--- src/rtl/c2h_mm_marker_ctl.sv ---
// C2H MM bypass marker controller: waits for a quiet MM path, issues a marker
// request, then times the returned response and reports status.
module c2h_mm_marker_ctl #(
  parameter int TIMEOUT_CYC = 65535,
  parameter int LAT_W       = 16
) (
  input  logic             axi_aclk,
  input  logic             axi_aresetn,
  input  logic             marker_start,
  input  logic [1:0]       c2h_dsc_bypass,
  input  logic             c2h_byp_out_vld,
  input  logic             c2h_byp_out_st_mm,
  input  logic             c2h_byp_in_mm_rdy,
  input  logic             c2h_mm_marker_rsp,
  output logic             c2h_mm_marker_req,
  output logic             marker_busy,
  output logic             marker_done,
  output logic             marker_timeout,
  output logic             marker_reject,
  output logic [LAT_W-1:0] marker_lat
);

  localparam logic [2:0] S_IDLE  = 3'd0;
  localparam logic [2:0] S_QUIET = 3'd1;
  localparam logic [2:0] S_REQ   = 3'd2;
  localparam logic [2:0] S_WAIT  = 3'd3;
  localparam logic [2:0] S_DONE  = 3'd4;

  localparam int TO_W = $clog2(TIMEOUT_CYC + 1);

  logic [2:0]      state;
  logic [2:0]      state_nxt;
  logic [TO_W-1:0] to_cnt;
  logic            path_quiet;
  logic            start_ok;
  logic            accept;
  logic            to_hit;

  assign path_quiet = ~(c2h_byp_out_vld & c2h_byp_out_st_mm);
  assign start_ok   = marker_start & (state == S_IDLE) & (c2h_dsc_bypass == 2'b01);
  assign accept     = c2h_mm_marker_req & c2h_byp_in_mm_rdy;
  assign to_hit     = (to_cnt == TO_W'(TIMEOUT_CYC - 1));

  always_comb begin
    state_nxt = state;
    case (state)
      S_IDLE:  if (start_ok) state_nxt = S_QUIET;
      S_QUIET: if (path_quiet) state_nxt = S_REQ;
      S_REQ:   if (accept) state_nxt = S_WAIT;
      // A response arriving on the timeout cycle still counts as success.
      S_WAIT: begin
        if (c2h_mm_marker_rsp) state_nxt = S_DONE;
        else if (to_hit)       state_nxt = S_IDLE;
      end
      S_DONE:  state_nxt = S_IDLE;
      default: state_nxt = S_IDLE;
    endcase
  end

  always_ff @(posedge axi_aclk) begin
    if (!axi_aresetn) begin
      state             <= S_IDLE;
      to_cnt            <= '0;
      c2h_mm_marker_req <= 1'b0;
      marker_busy       <= 1'b0;
      marker_done       <= 1'b0;
      marker_timeout    <= 1'b0;
      marker_reject     <= 1'b0;
      marker_lat        <= '0;
    end else begin
      state             <= state_nxt;
      c2h_mm_marker_req <= (state_nxt == S_REQ);
      marker_busy       <= (state_nxt != S_IDLE);
      marker_done       <= (state == S_DONE);
      marker_reject     <= marker_start & ~start_ok;

      if ((state == S_WAIT) && (state_nxt == S_WAIT))
        to_cnt <= to_cnt + TO_W'(1);
      else
        to_cnt <= '0;

      if (start_ok)
        marker_timeout <= 1'b0;
      else if ((state == S_WAIT) && !c2h_mm_marker_rsp && to_hit)
        marker_timeout <= 1'b1;

      // Latency includes the response cycle and saturates rather than wrapping.
      if (start_ok)
        marker_lat <= '0;
      else if ((state == S_WAIT) && (marker_lat != {LAT_W{1'b1}}))
        marker_lat <= marker_lat + LAT_W'(1);
    end
  end

endmodule

--- config.mk ---
export PLATFORM = sky130hd
export DESIGN_NAME = c2h_mm_marker_ctl
export DESIGN_NICKNAME = d
export VERILOG_FILES = /design/src/rtl/c2h_mm_marker_ctl.sv
export SDC_FILE = /design/constraint.sdc
export NUM_CORES = 1
export LEC_CHECK = 0
export CORE_UTILIZATION = 35
export CTS_BUF_LIST = sky130_fd_sc_hd__clkbuf_4 sky130_fd_sc_hd__clkbuf_8 sky130_fd_sc_hd__clkbuf_16
export CTS_CLUSTER_DIAMETER = 120
export DETAILED_ROUTE_END_ITERATION = 7
export PLACE_DENSITY = 0.64
export SETUP_SLACK_MARGIN = 0.05
export SKIP_LAST_GASP = 1
export SLEW_MARGIN = 30
export SYNTH_ARGS = -nofsm -noshare
export SYNTH_HDL_FRONTEND = slang
export SYNTH_SLANG_ARGS = --single-unit
--- constraint.sdc ---
create_clock -name axi_aclk -period 2.85 [get_ports axi_aclk]
set_input_delay 0.4275 -clock axi_aclk [delete_from_list [all_inputs] [get_ports axi_aclk]]
set_output_delay 0.4275 -clock axi_aclk [all_outputs]
set_load 0.02 [all_outputs]
# After elaboration in Yosys (flattened, before gate mapping)
# Index checks and enable logic that the tools add are counted.
# word_totals
register_bits	40
latchBits	0
mem_bits_rw	0
mem_bits_ro	0
input_bits	9
out_inout_bits	21
elab_cells	41
n_memories	0
# op_classes
add_sub_neg	2
n_mul	0
n_div	0
magnitude_cmp	0
eq_ne	9
n_shift	0
mux	6
bitwise	7
reduce_logical	9
# ops
op	n
$add A16 B1 Y16 const B	2
$eq A16 B16 Y1 const B	1
$ne A16 B16 Y1 const B	1
$mux W3	5
$eq A3 B2 Y1 const B	4
$pmux W3 S4	1
$and A1 B1 Y1	5
$logic_and A1 B1 Y1	4
$eq A3 B1 Y1 const B	1
$eq A3 B3 Y1 const B	1
$logic_not A3 Y1	1
$reduce_bool A3 Y1	1
$eq A2 B1 Y1 const B	1
$not A1 Y1	2
$reduce_and A2 Y1	1
$reduce_or A2 Y1	1
$logic_not A1 Y1	1

# Logic depth before layout (Yosys ltp)
# Gate-level depths: netlist of run 1.
# logic_depth
depth_word	8
ltp_mapped	7
ltp_nobuf	6

# Worst setup path before layout of run 1
# OpenSTA, ideal clock, no wires.
# synth_timing
path_kind	register to register
from	register marker_lat[0]
to	register marker_lat[14]
setup_time_ps	70
t_arrival_ps	1941
t_required_ps	2780
setup_slack_ps	839
stages_incl_launch_ff	7
n_path_buf	1
period_less_slack_ps	2011
cell_sequence	dfxtp_1 ha_1 nand4b_1 or4_1 clkbuf_1 or4_1 a21oi_1
# synth_between
elab_chain_cells	2
elab_cells_between_ends	3
classes_between	1 x add/sub; 1 x eq/ne; 1 x reduce/logical
# synth_lines
element	line_no	text
from (decl)	20	output logic [LAT_W-1:0] marker_lat
from (signal assigned)	91	marker_lat <= marker_lat + LAT_W'(1);
branches (longest 2 deep; another with $add A16 B1 Y16)	n/a	
# Parallel ways; which one is timed is not known.
# A chain may end at the register's enable or synchronous reset.

# Worst setup path in the final report of run 1
# layout_timing
from	register state[1]
to	register marker_lat[15]
# layout_between
elab_chain_cells	4
elab_cells_between_ends	6
classes_between	1 x eq/ne; 2 x bitwise; 3 x reduce/logical
# layout_lines
element	line_no	text
from (decl)	31	logic [2:0] state;
from (signal assigned)	71	state <= state_nxt;
$logic_not A3 Y1	40	assign start_ok = marker_start & (state == S_IDLE) & (c2h_dsc_bypass == 2'b01);
$and A1 B1 Y1 (2 in a row)	40	
$reduce_or A2 Y1 (no source line)	n/a	
# Parallel ways exist; a longest one is shown, timed or not.

==> results of run 1 <==
## report_power, final
group | switching, mW | internal, mW | leakage (nW)
clock network | 0.184 | 0.216 | 0.0523
registers | 0.00357 | 0.562 | 0.323
logic | 0.0201 | 0.0213 | 0.353
total | 0.208 | 0.800 | 0.728
## cell usage after synthesis (2+ instances only)
master	count
dfxtp_1	40
nor2_1	24
a21oi_1	18
nand3_1	11
nand4_1	11
nand2_1	10
or4_1	9
xnor2_1	9
o31ai_1	8
inv_1	7
nor4_1	6
o21ai_0	6
and4_1	5
nor3_1	5
xor2_1	5
and3_1	3
clkbuf_1	3
ha_1	3
nand2b_1	3
nand4b_1	3
or3_1	3
and2_1	2
buf_2	2
## sequential cells by signal, summed over array words and instances (netlist names)
signal and cells:
c2h_mm_marker_req 1, marker_reject 1, marker_timeout 1, to_cnt 16, marker_busy 1, marker_done 1
state 3, marker_lat 16
## logic make-up (layout without fill, tap and decap cells)
kind of cell / count (synthesis) / after routing / share of synthesized area [%]
xor gates and xnor gates: 14 / 14 / 6.55
adders and majority gates: 3 / 3 / 2.01
buffers and inverters: 14 / 46 / 3.54
and+or+nand+nor: 101 / 101 / 31.2
DFF: 40 / 40 / 42.8
muxes: 1 / 1 / 0.535
AOI/OAI and AO/OA: 41 / 41 / 13.4
## worst max path at each step
| stage | cells after the start | to | from |
|---|---|---|---|
| after global placement | 4 | marker_lat[15] | state[1] |
| after detailed placement | 4 | marker_lat[15] | state[1] |
| after CTS | 5 | marker_lat[14] | marker_lat[0] |
| final | 4 | marker_lat[15] | state[1] |
| after global routing | 5 | marker_lat[14] | marker_lat[0] |
| after floorplan | 6 | marker_lat[14] | marker_lat[0] |
## metal layers
layer	up-vias	part of all wire, %	routed length, um
met3	5	3.5	135
met4	0	0.99	38
li1	856	-	-
met5	-	0	0
met2	34	48	1840
met1	756	48	1820
## cell type report
type | instances | area [um^2]
fill | 549 | 2820
inverter | 7 | 26.3
sequential | 40 | 801
multi-input combinational | 160 | 1000
clock buffer | 8 | 97.6
timing repair buffer | 31 | 305
tap | 70 | 87.6
## through the flow
stage	utilization (%)	hold slack (ns)	worst slack [ns]	power [mW]
finish	45.2	0.498	0.793	1.01
global route	45.2	0.547	0.627	1.05
CTS	45.2	0.503	0.795	1.02
detailed placement	43.3	0.486	0.814	0.620
global placement	43.3	0.470	0.858	0.620
floorplan	-	0.448	0.839	0.598
## worst register-to-register path, cell delays in order, from the launching register on
cell	delay, ns
dfxtp_1	0.50
nand3b_4	0.15
or4_1	0.68
or4_1	0.51
a21oi_1	0.15
==> flow_summary.json, run 1 <==
{
  "place_inst": 308,
  "min-delay-start": "to_cnt[0]",
  "worstHoldPathCells": 1,
  "synth_cell_type_count": 41,
  "power_density_nw_per_um2": 434,
  "synth_edf_count": 0,
  "status": "finished clean",
  "antennaDiodeCount": 0,
  "fin_nets": 257,
  "layout_commonest_cell": "dfxtp_1",
  "drt_iter0_markers": 62,
  "reg2reg_depth": 4,
  "crit_type": "flip-flop to flip-flop",
  "grt_overflow_total": 0,
  "reg2reg_slack_ns": 0.79,
  "cp_data_arrival_time_ns": 2.28,
  "ys_async_sr_fraction_pct": 0,
  "antenna_found_initial": 0,
  "place_congestion": 0.777,
  "reg2reg_to": "marker_lat[15]",
  "clock_latency_ns": 0.29,
  "io_buffers": 29,
  "finClkSkew_ns": 0.00726,
  "gr-usage-met2_pct": 25.0,
  "rows": 26,
  "min_to": "to_cnt[0]",
  "finalCriticalPeriod_ns": 2.06,
  "cp-start-kind": "flip-flop",
  "die_h_um": 75.1,
  "avgSynthCellArea_um2": 8.75,
  "cts_setup_buffers": 0,
  "clockBufferDepth": 2,
  "ys_seq_area_share_pct": 42.8,
  "path_cells": "nand3b_4 -> or4_1 -> or4_1 -> a21oi_1",
  "core_area_um2": 5140,
  "tns_ns": 0,
  "slew_headroom_pct": 45.6,
  "grt.busiest_layer": "met2",
  "cts-root-buf": "clkbuf_8",
  "grt_start_max_net_pins": 17,
  "max_stage_delay_ns": 0.68,
  "ctsResizeCount": 0,
  "final_cell_count_no_fill": 316,
  "synth_seq_cells": 40,
  "firstDrtPassIters": 4,
  "max_slew.worst_pin.slew_ns": 0.810,
  "clock_sinks": 40,
  "worst-path-buf-inv": 0,
  "synth_area_um2": 1870,
  "crit_top_cell": "or4_1",
  "crit_slowest_cell": "or4_1",
  "synth_area_leaders": "dfxtp_1 43%, a21oi_1 4.8%, nor2_1 4.8%",
  "vias_per_cell": 5.22,
  "synth_largest_area_cell": "dfxtp_1",
  "drive_gt1_share_pct": 4.88,
  "p_leak_nw": 0.728,
  "grt_use_met1_pct": 19.0,
  "synth.yosys.warnings": 0,
  "syn-num-nets": 226,
  "drv_slew": 0,
  "start_util_pct": 36.4,
  "peakVddDrop_v": 0.000285,
  "cap_violations": 0,
  "ioPinCount": 30,
  "finalSetupViolCount": 0,
  "synth_top_area_share_pct": 42.8,
  "layout_common_cells": "40 x dfxtp_1, 29 x clkdlybuf4s50_1, 24 x nor2_1, 18 x a21oi_1",
  "routed_wl_mm": 3.83,
  "grt_pass1_wl_mm": 6.51,
  "cts_htree_levels": 2,
  "cp_max_fo": 9,
  "dieWidth_um": 75.1,
  "met3_usage_pct": 3.61,
  "fin_crit_sh_pct": 72.2,
  "final_area_um2": 2320,
  "via_count": 1651,
  "grt_setup_unrepaired": "no",
  "crit_family": "simple AND/OR/NAND/NOR gates",
  "fmax_mhz": 486,
  "routedWlPerCell_um": 12.1,
  "drc": 0,
  "place_area_um2": 2220,
  "cts_hold_buf": 0,
  "grt_usage_pct": 15.0,
  "die-area_um2": 5640,
  "antenna_left": 0,
  "numCtsBuffers": 5,
  "end_kind": "flip-flop",
  "critPathRequiredTime_ns": 3.07,
  "dp_hpwl_mm": 2.77,
  "synth_ff_type": "dfxtp_1",
  "hold_viol": 0,
  "synth_cells": 214,
  "grt_pass1_vias": 1481,
  "reg2reg_from": "state[1]",
  "min_path_type": "flip-flop to flip-flop",
  "path_clk_slew_ns": 0.08,
  "area_growth_syn_to_layout_pct": 24.1,
  "tritoncts": "done"
}
Power figures use the tool's default switching activity.
==> run 2, diff against run 1 <==
==> constraint.sdc (replaced) <==
create_clock -name axi_aclk -period 1.97 [get_ports axi_aclk]
set_input_delay 0.2955 -clock axi_aclk [delete_from_list [all_inputs] [get_ports axi_aclk]]
set_output_delay 0.2955 -clock axi_aclk [all_outputs]
set_load 0.02 [all_outputs]
==> run 2 against run 1 <==
Compared with the run above: clock skew down 0.0014 ns; critical path depth stayed put; critical path type unchanged; routed wire length rose by 8.0%; hold slack worse by 0.0061 ns; highest routed layer unchanged; register-to-register slack got worse by 0.66 ns.
==> flow_summary.json, run 2 (synthesis gave the netlist of run 1 again) <==
{
  "place_congestion": 0.776,
  "antenna_found_initial": 0,
  "core_area_um2": 5140,
  "grt_start_max_net_pins": 14,
  "cts_hold_buf": 0,
  "cp-start-kind": "flip-flop",
  "status": "finished clean",
  "final_cell_count_no_fill": 336,
  "rows": 26,
  "drc": 0,
  "finalCriticalPeriod_ns": 1.83,
  "critPathLaunch": "marker_lat[2]",
  "largestRegisters": "marker_lat (16), to_cnt (16), state (3)",
  "die-area_um2": 5640,
  "ioPinCount": 30,
  "dieWidth_um": 75.1,
  "path_clk_slew_ns": 0.08,
  "place_inst": 323,
  "cap_violations": 0,
  "register_area_um2": 808,
  "p_clk_share_pct": 44.6,
  "p_seq_share_pct": 51.3,
  "switchingPower_mw": 0.328,
  "fmax_mhz": 546,
  "power.internal_mw": 1.26,
  "antennaDiodeCount": 0,
  "finClkSkew_ns": 0.00587,
  "setup_ws_ns": 0.138,
  "cts_htree_levels": 2,
  "routed_wl_mm": 4.14,
  "layout_commonest_cell": "dfxtp_1",
  "p_leak_nw": 0.842,
  "multi_input_area_um2": 1030,
  "tns_ns": 0,
  "grt_overflow_total": 0,
  "cp_data_arrival_time_ns": 2.06,
  "slew_headroom_pct": 70.7,
  "finalSetupViolCount": 0,
  "drt_iter0_markers": 54,
  "start_util_pct": 36.4,
  "fin_nets": 277,
  "max_stage_delay_ns": 0.51,
  "fillCellCount": 524,
  "cp_num_cells": 4,
  "reg2reg_to": "marker_lat[15]",
  "firstDrtPassIters": 4,
  "dp_hpwl_mm": 3.01,
  "power_density_nw_per_um2": 627,
  "via_count": 1731,
  "place_area_um2": 2340,
  "crit_slowest_cell": "or4_4",
  "io_buffers": 29,
  "clockBufferDepth": 2,
  "cp_max_fo": 9,
  "numCtsBuffers": 5,
  "dp_slack_ns": 0.0421,
  "tritoncts": "done",
  "path_cells": "nand3_1 -> or4_4 -> or4_1 -> a21oi_1",
  "endpoint": "marker_lat[15]",
  "die_h_um": 75.1,
  "reg2reg_from": "marker_lat[2]",
  "hold_viol": 0,
  "drive_gt1_share_pct": 14.7,
  "grt_usage_pct": 16.1,
  "max_slew.worst_pin.slew_ns": 0.436,
  "grt_pass1_wl_mm": 6.81,
  "end_kind": "flip-flop",
  "vias_per_cell": 5.15,
  "crit_type": "flip-flop to flip-flop",
  "clock_sinks": 40,
  "crit_family": "simple AND/OR/NAND/NOR gates",
  "grt_setup_unrepaired": "yes",
  "layout_common_cells": "38 x dfxtp_1, 29 x clkdlybuf4s50_1, 24 x nor2_1, 22 x buf_4, 17 x a21oi_1",
  "critPathRequiredTime_ns": 2.20,
  "reg2reg_slack_ns": 0.14,
  "drv_slew": 0,
  "antenna_left": 0,
  "peakVddDrop_v": 0.000456,
  "min_path_type": "flip-flop to flip-flop",
  "netSwitchingFraction_pct": 20.7,
  "fin_crit_sh_pct": 93.0,
  "holdWs_ns": 0.492,
  "area_growth_syn_to_layout_pct": 35.2,
  "grt_pass1_vias": 1590,
  "cts-root-buf": "clkbuf_8",
  "fin_util_pct": 49.2,
  "p_total_mw": 1.59,
  "clock_latency_ns": 0.30,
  "final_area_um2": 2530,
  "combinationalPowerShare_pct": 4.2,
  "routedWlPerCell_um": 12.3,
  "worst-path-buf-inv": 0,
  "reg2reg_depth": 4
}
-- run 2: repair_timing --
item / in CTS / in global routing
setup buffers: 0 / 5
gates resized for setup: 1 / 7
setup endpoints to repair: 1 / 7
pin swaps: 0 / 3
endpoints found under the hold margin: 0 / 0
-- run 2: how the worst min path moves through the flow --
stage | from | to | depth (start not counted)
finish | to_cnt[0] | to_cnt[0] | 1
global route | to_cnt[0] | to_cnt[0] | 1
CTS | to_cnt[0] | to_cnt[0] | 1
detailed placement | to_cnt[0] | to_cnt[0] | 1
global placement | to_cnt[0] | to_cnt[0] | 1
floorplan | marker_start | marker_reject | 1
-- run 2: final cells by class --
class / instances / area share [%]
clock buffer: 6 / 3.26
inverter: 7 / 1.04
tap: 70 / 3.46
clock inverter: 2 / 1.53
multi-input combinational: 160 / 40.8
sequential: 40 / 31.9
timing repair buffer: 51 / 18.0
-- run 2: per-layer routing --
layer	track usage, %	share of wire, %	vias to the layer above
met2	28.4	49	22
met1	18.7	47	809
met3	3.61	2.7	7
met4	7.41	1.8	0
met5	0	0	-
li1	-	-	893
-- run 2: power by group through the flow --
stage | clock network [mW] | logic [mW] | registers, mW
after floorplan | 0 | 0.0262 | 0.838
after global placement | 0 | 0.0659 | 0.835
after detailed placement | 0 | 0.0661 | 0.835
after CTS | 0.730 | 0.0659 | 0.816
after global routing | 0.760 | 0.0722 | 0.814
final | 0.707 | 0.0662 | 0.813
==> run 3, diff against run 2 <==
--- a/config.mk
+++ b/config.mk
@@ -5,6 +5,7 @@
 export SDC_FILE = /design/constraint.sdc
 export NUM_CORES = 1
 export LEC_CHECK = 0
+export CORE_MARGIN = 8
 export CORE_UTILIZATION = 35
 export CTS_BUF_LIST = sky130_fd_sc_hd__clkbuf_4 sky130_fd_sc_hd__clkbuf_8 sky130_fd_sc_hd__clkbuf_16
 export CTS_CLUSTER_DIAMETER = 120
==> run 3 against run 2 <==
Compared with the run above: hold slack got worse by 0.0093 ns; flip-flop and latch count unchanged; sequential power about the same; global-route usage decreased by 4.5 points; power decreased by 7.7%; die area increased by 41%; combinational power increased by 3.0%; critical path type unchanged; largest cell class unchanged; first-iteration DRC count increased by 48%; non-clock buffer count decreased by 7; critical endpoint is now marker_lat[14].
==> flow_summary.json, run 3 (synthesis gave the netlist of run 1 again) <==
{
  "status": "finished clean",
  "clockBufferDepth": 2,
  "tritoncts": "done",
  "cts_setup_buffers": 0,
  "core_area_um2": 5140,
  "grt_usage_pct": 11.6,
  "finClkSkew_ns": 0.00944,
  "routed_wl_mm": 4.25,
  "grt.busiest_layer": "met2",
  "final_cell_count_no_fill": 329,
  "io_buffers": 29,
  "dp_hpwl_mm": 3.20,
  "largestRegisters": "marker_lat (16), to_cnt (16), state (3)",
  "min-delay-start": "to_cnt[0]",
  "layout_commonest_cell": "dfxtp_1",
  "grt_start_max_net_pins": 17,
  "cts_htree_levels": 2,
  "fin_nets": 270,
  "antenna_found_initial": 0,
  "finalCriticalPeriod_ns": 1.83,
  "path_clk_slew_ns": 0.07,
  "die-area_um2": 7940,
  "drc": 0,
  "place_inst": 321,
  "cp_data_arrival_time_ns": 2.06,
  "reg2reg_from": "marker_lat[0]",
  "antenna_left": 0,
  "die_h_um": 89.1,
  "via_count": 1689,
  "max_slew.worst_pin.slew_ns": 0.456,
  "cp-start-kind": "flip-flop",
  "clock_latency_ns": 0.29,
  "fin_util_pct": 47.6,
  "fin_crit_sh_pct": 92.7,
  "grt_setup_unrepaired": "no",
  "p_leak_nw": 0.801,
  "crit_slowest_cell": "or4_1",
  "routedWlPerCell_um": 12.9,
  "grt_use_met1_pct": 13.2,
  "clock_sinks": 40,
  "drv_slew": 0,
  "fmax_mhz": 547,
  "power_density_nw_per_um2": 598,
  "area_growth_syn_to_layout_pct": 30.8,
  "peakVddDrop_v": 0.000374,
  "rows": 26,
  "cap_violations": 0,
  "grt_pass1_wl_mm": 7.25,
  "firstDrtPassIters": 4,
  "multi_input_area_um2": 1010,
  "drt_iter0_markers": 80,
  "ioPinCount": 30,
  "grt_overflow_total": 0,
  "drive_gt1_share_pct": 12.0,
  "finalSetupViolCount": 0,
  "hold_viol": 0,
  "register_area_um2": 807,
  "p_total_mw": 1.47,
  "vias_per_cell": 5.13,
  "start_util_pct": 36.4,
  "met3_usage_pct": 3.31,
  "end_kind": "flip-flop",
  "antennaDiodeCount": 0,
  "min_path_type": "flip-flop to flip-flop",
  "place_congestion": 0.829,
  "layout_common_cells": "37 x dfxtp_1, 29 x clkdlybuf4s50_1, 24 x nor2_1, 18 x a21oi_1, 14 x buf_4",
  "gr-usage-met2_pct": 20.2,
  "cp_max_fo": 5,
  "dieWidth_um": 89.1,
  "critPathLaunch": "marker_lat[0]",
  "max_stage_delay_ns": 0.49,
  "holdWs_ns": 0.483,
  "slew_headroom_pct": 69.3,
  "numCtsBuffers": 5,
  "crit_type": "flip-flop to flip-flop",
  "critPathRequiredTime_ns": 2.20,
  "cts-root-buf": "clkbuf_8",
  "fillCellCount": 540,
  "tns_ns": 0,
  "path_cells": "ha_2 -> nand4b_1 -> or4_4 -> or4_1 -> a21oi_1",
  "grt_pass1_vias": 1617
}
[run 3: changes by cell type in the layout (fill, tap and decap cells not counted), sizes merged]
cell and delta:
buf -7, clkbuf +2, bufinv -1, clkinv -1
[run 3: final cells by class]
cell class                 instances  share of cell area (%)
sequential                        40                    33.0
multi-input combinational        160                    41.4
timing repair buffer              44                    17.0
inverter                           7                    1.07
clock buffer                       8                    3.99
tap                               70                    3.58
[run 3: layer usage]
metal | vias up | routed length (um)
met4 | 0 | 62
met1 | 782 | 2000
met3 | 7 | 157
met5 | - | 0
met2 | 18 | 2030
li1 | 882 | -
[run 3: what timing repair did]
| action | 4_1_cts | 5_1_grt |
|---|---|---|
| hold buffers | 0 | 0 |
| gates resized for setup | 0 | 6 |
| hold endpoints to repair | 0 | 0 |
| endpoints found under the setup margin | 0 | 5 |
[run 3: power by group]
group | total, mW | internal, mW | switching (mW)
Clock | 0.582 | 0.313 | 0.269
Combinational | 0.0682 | 0.0356 | 0.0327
Sequential | 0.815 | 0.812 | 0.00298
Total | 1.47 | 1.16 | 0.305
[run 3: final timing paths]
kind              cells past startpoint             end  slack [ns]
setup / recovery                      5  marker_lat[14]        0.14
hold reg to reg                       1       to_cnt[0]        0.48
setup reg to reg                      5  marker_lat[14]        0.14
hold / removal                        1       to_cnt[0]        0.48
[run 3: stage by stage]
| stage | setup WS (ns) | cell area (um^2) |
|---|---|---|
| floorplan | 0.0604 | 1870 |
| global placement | 0.138 | 2340 |
| detailed placement | 0.0992 | 2340 |
| CTS | 0.0716 | 2430 |
| global route | 0.0583 | 2450 |
| finish | 0.143 | 2450 |
[run 3: worst max-delay path: cells and delay by family (launching register included)]
kind            cells  cell delay, ns
simple gates        3            1.06
fa+ha+maj           1            0.20
flops               1            0.37
compound gates      1            0.14
